--- config.mk ---
export PLATFORM = sky130hd
export DESIGN_NAME = best_arr_streamer_flat
export DESIGN_NICKNAME = d
export VERILOG_FILES = /design/src/rtl/best_arr_streamer_if.sv /design/src/rtl/best_arr_streamer.sv /design/src/flat_wrapper.sv
export SDC_FILE = /design/constraint.sdc
export NUM_CORES = 1
export LEC_CHECK = 0
export BUFFER_PORTS_ARGS = -buffer_cell sky130_fd_sc_hd__buf_2
export CAP_MARGIN = 20
export CORE_MARGIN = 2
export CORE_UTILIZATION = 57
export DETAILED_ROUTE_END_ITERATION = 12
export PLACE_DENSITY = 0.82
export SETUP_SLACK_MARGIN = 0.02
export SLEW_MARGIN = 25
export SYNTH_ARGS = -nofsm -noshare
export SYNTH_HDL_FRONTEND = slang
export SYNTH_SLANG_ARGS = --single-unit
export TNS_END_PERCENT = 5
--- constraint.sdc ---
create_clock -name clk -period 4.55 [get_ports clk]
set_input_delay 0.91 -clock clk [delete_from_list [all_inputs] [get_ports clk]]
set_output_delay 0.91 -clock clk [all_outputs]
set_load 0.005 [all_outputs]
--- src/rtl/best_arr_streamer_if.sv ---
// Bundles the streamer's control, index-memory read and output-FIFO write signals.
// The master side is the streamer; the slave side is its environment.
interface best_arr_streamer_if #(
    parameter int DATA_WIDTH = 11,
    parameter int ADDR_WIDTH = 9
);
    logic                  start;
    logic                  busy;
    logic                  done;
    logic                  mem_ren;
    logic [ADDR_WIDTH-1:0] mem_raddr;
    logic [DATA_WIDTH-1:0] mem_rdata;
    logic                  fifo_wenq;
    logic [DATA_WIDTH-1:0] fifo_wdata;
    logic                  fifo_wfull_n;

    modport master (
        input  start,
        output busy,
        output done,
        output mem_ren,
        output mem_raddr,
        input  mem_rdata,
        output fifo_wenq,
        output fifo_wdata,
        input  fifo_wfull_n
    );

    modport slave (
        output start,
        input  busy,
        input  done,
        input  mem_ren,
        input  mem_raddr,
        output mem_rdata,
        input  fifo_wenq,
        input  fifo_wdata,
        output fifo_wfull_n
    );
endinterface

--- src/rtl/best_arr_streamer.sv ---
// Streams all best-match indices from the index memory into the output FIFO in
// blocked host order (half-image, column block, row, column within block).
module best_arr_streamer #(
    parameter int DATA_WIDTH = 11,
    parameter int ROW_SIZE   = 26,
    parameter int COL_SIZE   = 19,
    parameter int BLOCKING   = 4,
    parameter int NUM_QUERYS = ROW_SIZE * COL_SIZE,
    parameter int ADDR_WIDTH = $clog2(NUM_QUERYS)
) (
    input  logic                clk,
    input  logic                rst,
    best_arr_streamer_if.master bus
);
    localparam int HALF  = ROW_SIZE / 2;
    localparam int NXB   = (HALF + BLOCKING - 1) / BLOCKING;
    localparam int LASTW = HALF - (NXB - 1) * BLOCKING;
    localparam int XW    = (NXB > 1) ? $clog2(NXB) : 1;
    localparam int YW    = (COL_SIZE > 1) ? $clog2(COL_SIZE) : 1;
    localparam int IW    = (BLOCKING > 1) ? $clog2(BLOCKING) : 1;

    localparam logic [XW-1:0] X_ZERO = XW'(0);
    localparam logic [XW-1:0] X_ONE  = XW'(1);
    localparam logic [XW-1:0] X_LAST = XW'(NXB - 1);
    localparam logic [YW-1:0] Y_ZERO = YW'(0);
    localparam logic [YW-1:0] Y_ONE  = YW'(1);
    localparam logic [YW-1:0] Y_LAST = YW'(COL_SIZE - 1);
    localparam logic [IW-1:0] XI_ZERO      = IW'(0);
    localparam logic [IW-1:0] XI_ONE       = IW'(1);
    localparam logic [IW-1:0] XI_FULL_LAST = IW'(BLOCKING - 1);
    localparam logic [IW-1:0] XI_TAIL_LAST = IW'(LASTW - 1);
    localparam logic [ADDR_WIDTH-1:0] A_ZERO = ADDR_WIDTH'(0);
    localparam logic [ADDR_WIDTH-1:0] A_ONE  = ADDR_WIDTH'(1);
    localparam logic [ADDR_WIDTH-1:0] A_ROW  = ADDR_WIDTH'(ROW_SIZE);
    localparam logic [ADDR_WIDTH-1:0] A_BLK  = ADDR_WIDTH'(BLOCKING);
    localparam logic [ADDR_WIDTH-1:0] A_HALF = ADDR_WIDTH'(HALF);
    localparam logic [DATA_WIDTH-1:0] D_ZERO = {DATA_WIDTH{1'b0}};

    typedef enum logic [1:0] {
        IDLE   = 2'd0,
        STREAM = 2'd1,
        DRAIN  = 2'd2,
        DONE   = 2'd3
    } state_t;

    state_t state_r, state_s;
    logic   busy_r, done_r;

    logic                  px_r, px_s;
    logic [XW-1:0]         x_r, x_s;
    logic [YW-1:0]         y_r, y_s;
    logic [IW-1:0]         xi_r, xi_s;
    logic [ADDR_WIDTH-1:0] blk_base_r, blk_base_s;
    logic [ADDR_WIDTH-1:0] line_base_r, line_base_s;
    logic [ADDR_WIDTH-1:0] addr_r, addr_s;

    logic [DATA_WIDTH-1:0] buf_r [0:1];
    logic                  wr_ptr_r, rd_ptr_r, inflight_r;
    logic [1:0]            cnt_r, cnt_s, held_s;
    logic                  pop_s, ren_s, last_pos_s;
    logic [IW-1:0]         xi_last_s;

    // Occupancy counts the head leaving this cycle so a steady stream keeps one read per cycle.
    always_comb begin
        pop_s      = (cnt_r != 2'd0) && bus.fifo_wfull_n;
        held_s     = cnt_r - {1'b0, pop_s};
        ren_s      = (state_r == STREAM) && ((held_s + {1'b0, inflight_r}) < 2'd2);
        cnt_s      = held_s + {1'b0, inflight_r};
        xi_last_s  = (x_r == X_LAST) ? XI_TAIL_LAST : XI_FULL_LAST;
        last_pos_s = px_r && (x_r == X_LAST) && (y_r == Y_LAST) && (xi_r == XI_TAIL_LAST);
    end

    // Address generator: innermost xi, then y, then x, then px; bases replace multipliers.
    always_comb begin
        px_s        = px_r;
        x_s         = x_r;
        y_s         = y_r;
        xi_s        = xi_r;
        blk_base_s  = blk_base_r;
        line_base_s = line_base_r;
        addr_s      = addr_r;
        if (ren_s) begin
            if (xi_r != xi_last_s) begin
                xi_s   = xi_r + XI_ONE;
                addr_s = addr_r + A_ONE;
            end else if (y_r != Y_LAST) begin
                xi_s        = XI_ZERO;
                y_s         = y_r + Y_ONE;
                line_base_s = line_base_r + A_ROW;
                addr_s      = line_base_r + A_ROW;
            end else if (x_r != X_LAST) begin
                xi_s        = XI_ZERO;
                y_s         = Y_ZERO;
                x_s         = x_r + X_ONE;
                blk_base_s  = blk_base_r + A_BLK;
                line_base_s = blk_base_r + A_BLK;
                addr_s      = blk_base_r + A_BLK;
            end else if (!px_r) begin
                xi_s        = XI_ZERO;
                y_s         = Y_ZERO;
                x_s         = X_ZERO;
                px_s        = 1'b1;
                blk_base_s  = A_HALF;
                line_base_s = A_HALF;
                addr_s      = A_HALF;
            end else begin
                xi_s        = XI_ZERO;
                y_s         = Y_ZERO;
                x_s         = X_ZERO;
                px_s        = 1'b0;
                blk_base_s  = A_ZERO;
                line_base_s = A_ZERO;
                addr_s      = A_ZERO;
            end
        end else begin
            addr_s = addr_r;
        end
    end

    // Next-state logic; start outside IDLE is ignored.
    always_comb begin
        state_s = state_r;
        case (state_r)
            IDLE: begin
                if (bus.start) state_s = STREAM;
                else           state_s = IDLE;
            end
            STREAM: begin
                if (ren_s && last_pos_s) state_s = DRAIN;
                else                     state_s = STREAM;
            end
            DRAIN: begin
                if ((held_s == 2'd0) && !inflight_r) state_s = DONE;
                else                                 state_s = DRAIN;
            end
            DONE:    state_s = IDLE;
            default: state_s = IDLE;
        endcase
    end

    // State, status outputs and address counters.
    always_ff @(posedge clk or posedge rst) begin
        if (rst) begin
            state_r     <= IDLE;
            busy_r      <= 1'b0;
            done_r      <= 1'b0;
            px_r        <= 1'b0;
            x_r         <= X_ZERO;
            y_r         <= Y_ZERO;
            xi_r        <= XI_ZERO;
            blk_base_r  <= A_ZERO;
            line_base_r <= A_ZERO;
            addr_r      <= A_ZERO;
        end else begin
            state_r     <= state_s;
            busy_r      <= (state_s == STREAM) || (state_s == DRAIN);
            done_r      <= (state_s == DONE);
            px_r        <= px_s;
            x_r         <= x_s;
            y_r         <= y_s;
            xi_r        <= xi_s;
            blk_base_r  <= blk_base_s;
            line_base_r <= line_base_s;
            addr_r      <= addr_s;
        end
    end

    // Two-entry skid buffer: capture returning read data, pop on enqueue.
    always_ff @(posedge clk or posedge rst) begin
        if (rst) begin
            buf_r[0]   <= D_ZERO;
            buf_r[1]   <= D_ZERO;
            wr_ptr_r   <= 1'b0;
            rd_ptr_r   <= 1'b0;
            cnt_r      <= 2'd0;
            inflight_r <= 1'b0;
        end else begin
            if (inflight_r) begin
                buf_r[wr_ptr_r] <= bus.mem_rdata;
                wr_ptr_r        <= ~wr_ptr_r;
            end
            if (pop_s) begin
                rd_ptr_r <= ~rd_ptr_r;
            end
            cnt_r      <= cnt_s;
            inflight_r <= ren_s;
        end
    end

    assign bus.busy       = busy_r;
    assign bus.done       = done_r;
    assign bus.mem_ren    = ren_s;
    assign bus.mem_raddr  = addr_r;
    assign bus.fifo_wenq  = pop_s;
    assign bus.fifo_wdata = buf_r[rd_ptr_r];
endmodule

--- src/flat_wrapper.sv ---
// flat-port wrapper written by rule: the top's interface ports become plain ports
module best_arr_streamer_flat 
#(
    parameter int DATA_WIDTH = 11,
    parameter int ROW_SIZE   = 26,
    parameter int COL_SIZE   = 19,
    parameter int BLOCKING   = 4,
    parameter int NUM_QUERYS = ROW_SIZE * COL_SIZE,
    parameter int ADDR_WIDTH = $clog2(NUM_QUERYS)
)
  (clk, rst, bus_start, bus_busy, bus_done, bus_mem_ren, bus_mem_raddr, bus_mem_rdata, bus_fifo_wenq, bus_fifo_wdata, bus_fifo_wfull_n);
  best_arr_streamer_if #(.DATA_WIDTH(DATA_WIDTH), .ADDR_WIDTH(ADDR_WIDTH)) bus_i ();
  input  logic clk;
  input  logic rst;
  input wire logic [$bits(bus_i.start)-1:0] bus_start;
  output wire logic [$bits(bus_i.busy)-1:0] bus_busy;
  output wire logic [$bits(bus_i.done)-1:0] bus_done;
  output wire logic [$bits(bus_i.mem_ren)-1:0] bus_mem_ren;
  output wire logic [$bits(bus_i.mem_raddr)-1:0] bus_mem_raddr;
  input wire logic [$bits(bus_i.mem_rdata)-1:0] bus_mem_rdata;
  output wire logic [$bits(bus_i.fifo_wenq)-1:0] bus_fifo_wenq;
  output wire logic [$bits(bus_i.fifo_wdata)-1:0] bus_fifo_wdata;
  input wire logic [$bits(bus_i.fifo_wfull_n)-1:0] bus_fifo_wfull_n;
  assign bus_i.start = bus_start;
  assign bus_busy = bus_i.busy;
  assign bus_done = bus_i.done;
  assign bus_mem_ren = bus_i.mem_ren;
  assign bus_mem_raddr = bus_i.mem_raddr;
  assign bus_i.mem_rdata = bus_mem_rdata;
  assign bus_fifo_wenq = bus_i.fifo_wenq;
  assign bus_fifo_wdata = bus_i.fifo_wdata;
  assign bus_i.fifo_wfull_n = bus_fifo_wfull_n;
  best_arr_streamer #(.DATA_WIDTH(DATA_WIDTH), .ROW_SIZE(ROW_SIZE), .COL_SIZE(COL_SIZE), .BLOCKING(BLOCKING), .NUM_QUERYS(NUM_QUERYS), .ADDR_WIDTH(ADDR_WIDTH)) u_core (.clk(clk), .rst(rst), .bus(bus_i));
endmodule
Yosys cells after proc, flatten, opt, wreduce, memory -nomap -nowiden. Index checks and enable logic that the tools add are counted.

Register bits: 68. Bits of input ports: 15. Output and inout port bits: 24. Word-level logic and storage cells: 82.

Add/sub/neg operators: 8. Magnitude comparators: 4. Equality and inequality tests: 11. Muxes and demuxes: 19. Bitwise logic cells: 7. Reduce and logical (&&, ||, !) cells: 17.

Operator list (number): two-way mux 11 bit (4); two-way mux 9 bit (3); bitwise mux 22 bit (1); demux 11 bit (select 1 bit) (1); == test 2 bit (second input constant) (5); adder 9 x 1 -> 9 bit (second input constant) (1); adder 9 x 3 -> 9 bit (second input constant) (1); adder 9 x 5 -> 9 bit (second input constant) (1); logical AND 1 bit (8); two-way mux 2 bit (4); case mux 2 bit (4 select lines) (1); zero test 2 bit (3); adder 5 x 1 -> 5 bit (second input constant) (1); == test 5 bit (second input constant) (1); two-way mux 5 bit (1); != test 5 bit (second input constant) (1); NOT 1 bit (5); adder 2 x 1 -> 2 bit (second input constant) (2); == test 2 x 1 -> 1 bit (second input constant) (2); >= comparator 2 bit (second input constant) (2); two-way mux 4 bit (1); NOT 1 -> 2 bit (2); AND reduction 4 bit (1); two-way mux 1 bit (3); other kinds (11) (11).

Longest topological paths before layout.
Depth after elaboration: 11. Mapped depth: 12. Gate-level depth less buffers: 11.

Least setup slack after synthesis. Ideal clock, no wire load.

Path type: input-to-output. Start: in bus_fifo_wfull_n. End: out bus_mem_ren. Data arrival time: 2.123 ns. Data required time: 3.640 ns. Setup slack: 1.517 ns. Stages: 8. Path buffers: 1. Cell sequence: o21a_1 ha_1 inv_1 ha_1 xnor3_2 nand3_4 inv_2 buf_6.

Word-level cells in the longest chain between the ends: 5.

Ends and longest elaborated chain: start: declaration (RTL line flat_wrapper.sv:23) `input wire logic [$bits(bus_i.fifo_wfull_n)-1:0] bus_fifo_wfull_n;`; logical AND 1 bit (RTL line best_arr_streamer.sv:65) `pop_s = (cnt_r != 2'd0) && bus.fifo_wfull_n;`; subtractor 2 x 1 -> 2 bit (RTL line best_arr_streamer.sv:66) `held_s = cnt_r - {1'b0, pop_s};`; adder 2 x 1 -> 2 bit (RTL line best_arr_streamer.sv:67) `ren_s = (state_r == STREAM) && ((held_s + {1'b0, inflight_r}) < 2'd2);`; less-than comparator 2 bit (RTL line best_arr_streamer.sv:67); logical AND 1 bit (RTL line best_arr_streamer.sv:67); end: declaration (RTL line flat_wrapper.sv:18) `output wire logic [$bits(bus_i.mem_ren)-1:0] bus_mem_ren;`.

Every way passes these cells.

Final worst setup path. Same ends and word-level chain as after synthesis.

==> run metrics <==
DR iter-0 viols=132; syn_nets=348; via count=2487; #FFs+latches synth=68; Clock Latency Late Sink=0.35 ns; CORE AREA=0.00589 sq mm; crit path kind=primary input to output pin; Reg power frac=39.2%; initial antenna violation count=0; largest net degree at the start of global routing=49; IO Count=39; TritonCTS clock tree=done; Req. time, crit path=3.64 ns; placed cell areas=0.00366 sq mm; power share of the clock group=17.5%; count of final setup violators=0; outcome=complete, no violations; global-route wire length before repair=11.4 mm; grt total ovfl=0; nets=385; DRC viols=0; Die Area=0.00668 sq mm; power share of the combinational group=43.3%; # clock sinks=68; RSZ-0062 raised after global routing=no; Area Growth Syn to Fin=11.6%; setup tns final=0 ns; Non-Filler Instances=440; CTS Buffer Depth=2; placer's final routability congestion estimate=0.795; cell row count=28; Static Leak=1.76 nW; post-DP HPWL=4.84 mm; leading cell type by number of instances after synthesis=dfrtp_1; Num CTS Buffers=9; Clock Skews=0.0146 ns; sequential share of the synthesized area=49.4%; switching portion of total power=39.1%; Total GRT Usage=22.9%; Power Total=0.00265 W; root buf cell=clkbuf_8; H-tree depth=3; Primary FF master, synth=dfrtp_1; drt first pass iters=4; Die W=81.8 um; Period minus WS final=3.46 ns; vias in the first global route=2481; Die Ht=81.8 um; pwr dens=688 mW/mm^2; Max-Cap Viols=0; Critical Path Start Type=primary input; worst-case vdd ir drop=0.000526 V; Clk pin slew, worst setup/hold paths=0.08 ns; area leader, netlist=dfrtp_1; Buf+Inv Stages, Crit Path=4; Tcrit/Tclk final=76.1%; Placed Cells=424; crit path max fanout=15; cells after synthesis=323; Sw Pwr=0.00103 W; Crit. End Element=output pin; worst relative slew slack=34.0%; routed len/inst=15.4 um; post-synth top area share=49.4%; Slew Limit Fails=0; CP peak stage delay=0.29 ns; P_int=0.00161 W; Synth top cells by count=68 x dfrtp_1, 36 x mux2_2, 32 x nand2_1, 24 x nor2_1, 23 x o21ai_0; Initial Utilization=58.5%; Vias/cell=5.65; Antenna Cells=0; Routed Antenna Nets=0; # hold bufs at CTS=0; post-cts resize count=0; Post-synth EDFFs=0; average cell area after synthesis=10.7 sq um; crit path DAT=2.55 ns; final wirelength=6.79 mm; count of different cell masters after synthesis=53; finished layout cell area=0.00385 sq mm; Synth area leaders=dfrtp_1 49%, mux2_2 12%, ha_1 3.6%; Worst-Margin Slew=0.988 ns; share of cells above drive strength 1=29.0%; slowest stage cell on the critical path=ha_1; fmax=0.289 GHz; Final Hold Viols=0; IO Port Bufs=38; CP top delay family=buffers and inverters; buffer count from post-CTS setup fixing=0; yosys warns=0; area of the mapped netlist=0.00345 sq mm; r2r setup slk=1.94 ns; crit path cell chain=buf_2 > o21a_1 > ha_1 > inv_1 > ha_1 > xnor3_2 > nand3_4 > inv_2 > buf_2; Hold Path Class=register to register; FFs w/ async S/R, synth=100%
-- cell families (layout without fill, tap and decap cells) --
family,count (synthesis),after routing,synth area share (%)
AOI/OAI and AO/OA,62,62,10.9
xor gates and xnor gates,16,16,4.50
adders and majority gates,10,10,3.63
buffers and inverters,25,67,3.56
DFF,68,68,49.4
muxes,37,37,12.1
and+or+nand+nor,105,105,16.0
-- stage by stage --
| step | utilization [%] | hold slack (ns) | setup WS, ns |
|---|---|---|---|
| after CTS | 65.3 | 0.495 | 1.08 |
| after floorplan | - | 0.442 | 1.52 |
| after global routing | 65.3 | 0.524 | 0.962 |
| after global placement | 62.2 | 0.456 | 1.13 |
| after detailed placement | 62.2 | 0.477 | 1.08 |
| final | 65.3 | 0.489 | 1.09 |
-- area by class of cell --
type	instances	area (sq um)
sequential	68	1700
fill	479	2040
timing repair buffer	40	205
clock buffer	9	124
inverter	11	42.5
multi-input combinational	230	1620
tap	75	93.8
clock inverter	7	57.6
-- routing by layer --
metal	up-vias	global-route usage, %	routed length (um)
li1	1213	-	-
met3	9	5.27	302
met5	-	0	0
met2	61	35.6	3290
met1	1204	31.0	3100
met4	0	9.33	100
-- registers in the layout (all words and copies together) (netlist names) --
name,flops
u_core.y_r,5
u_core.inflight_r,1
u_core.bus.mem_raddr,9
u_core.rd_ptr_r,1
u_core.buf_r,22
u_core.bus.busy,1
u_core.line_base_r,9
u_core.wr_ptr_r,1
u_core.xi_r,2
u_core.blk_base_r,9
u_core.bus.done,1
u_core.px_r,1
u_core.x_r,2
u_core.state_r,2
u_core.cnt_r,2
-- power by group through the flow --
stage / sequential (W) / clock, W / combinational (W)
after floorplan: 0.000986 / 0 / 0.000931
after global placement: 0.00103 / 0 / 0.00111
after detailed placement: 0.00105 / 0 / 0.00115
after CTS: 0.00104 / 0.000472 / 0.00116
after global routing: 0.00107 / 0.000494 / 0.00129
final: 0.00104 / 0.000464 / 0.00115
-- final timing paths --
| path | start | end | cells past startpoint |
|---|---|---|---|
| setup / recovery | bus_fifo_wfull_n | bus_mem_ren | 9 |
| hold / removal | u_core.wr_ptr_r | u_core.wr_ptr_r | 1 |
| setup reg to reg | u_core.cnt_r[1] | u_core.x_r[0] | 10 |
| hold reg to reg | u_core.wr_ptr_r | u_core.wr_ptr_r | 1 |
| max in group asynchronous | rst | u_core.xi_r[0] | 3 |
| min in group asynchronous | rst | u_core.buf_r[14] | 2 |
-- placed cells by master, fill, tap and decap left out, types with 3 or more instances in the layout --
cell type / Yosys / routed
and3_1: 5 / 5
xnor2_1: 7 / 7
inv_6: 0 / 3
nand3_1: 9 / 9
ha_1: 10 / 10
nor2_1: 24 / 24
nor2b_1: 6 / 6
mux2_2: 36 / 36
o21ai_0: 23 / 23
clkbuf_8: 0 / 9
a21oi_1: 18 / 18
nand4_1: 5 / 5
nand2_1: 32 / 32
xor2_1: 8 / 8
nor3_1: 8 / 8
o22ai_1: 3 / 3
buf_2: 2 / 38
dfrtp_1: 68 / 68
inv_1: 10 / 9
Note: power is estimated with default switching activity, not from simulation.
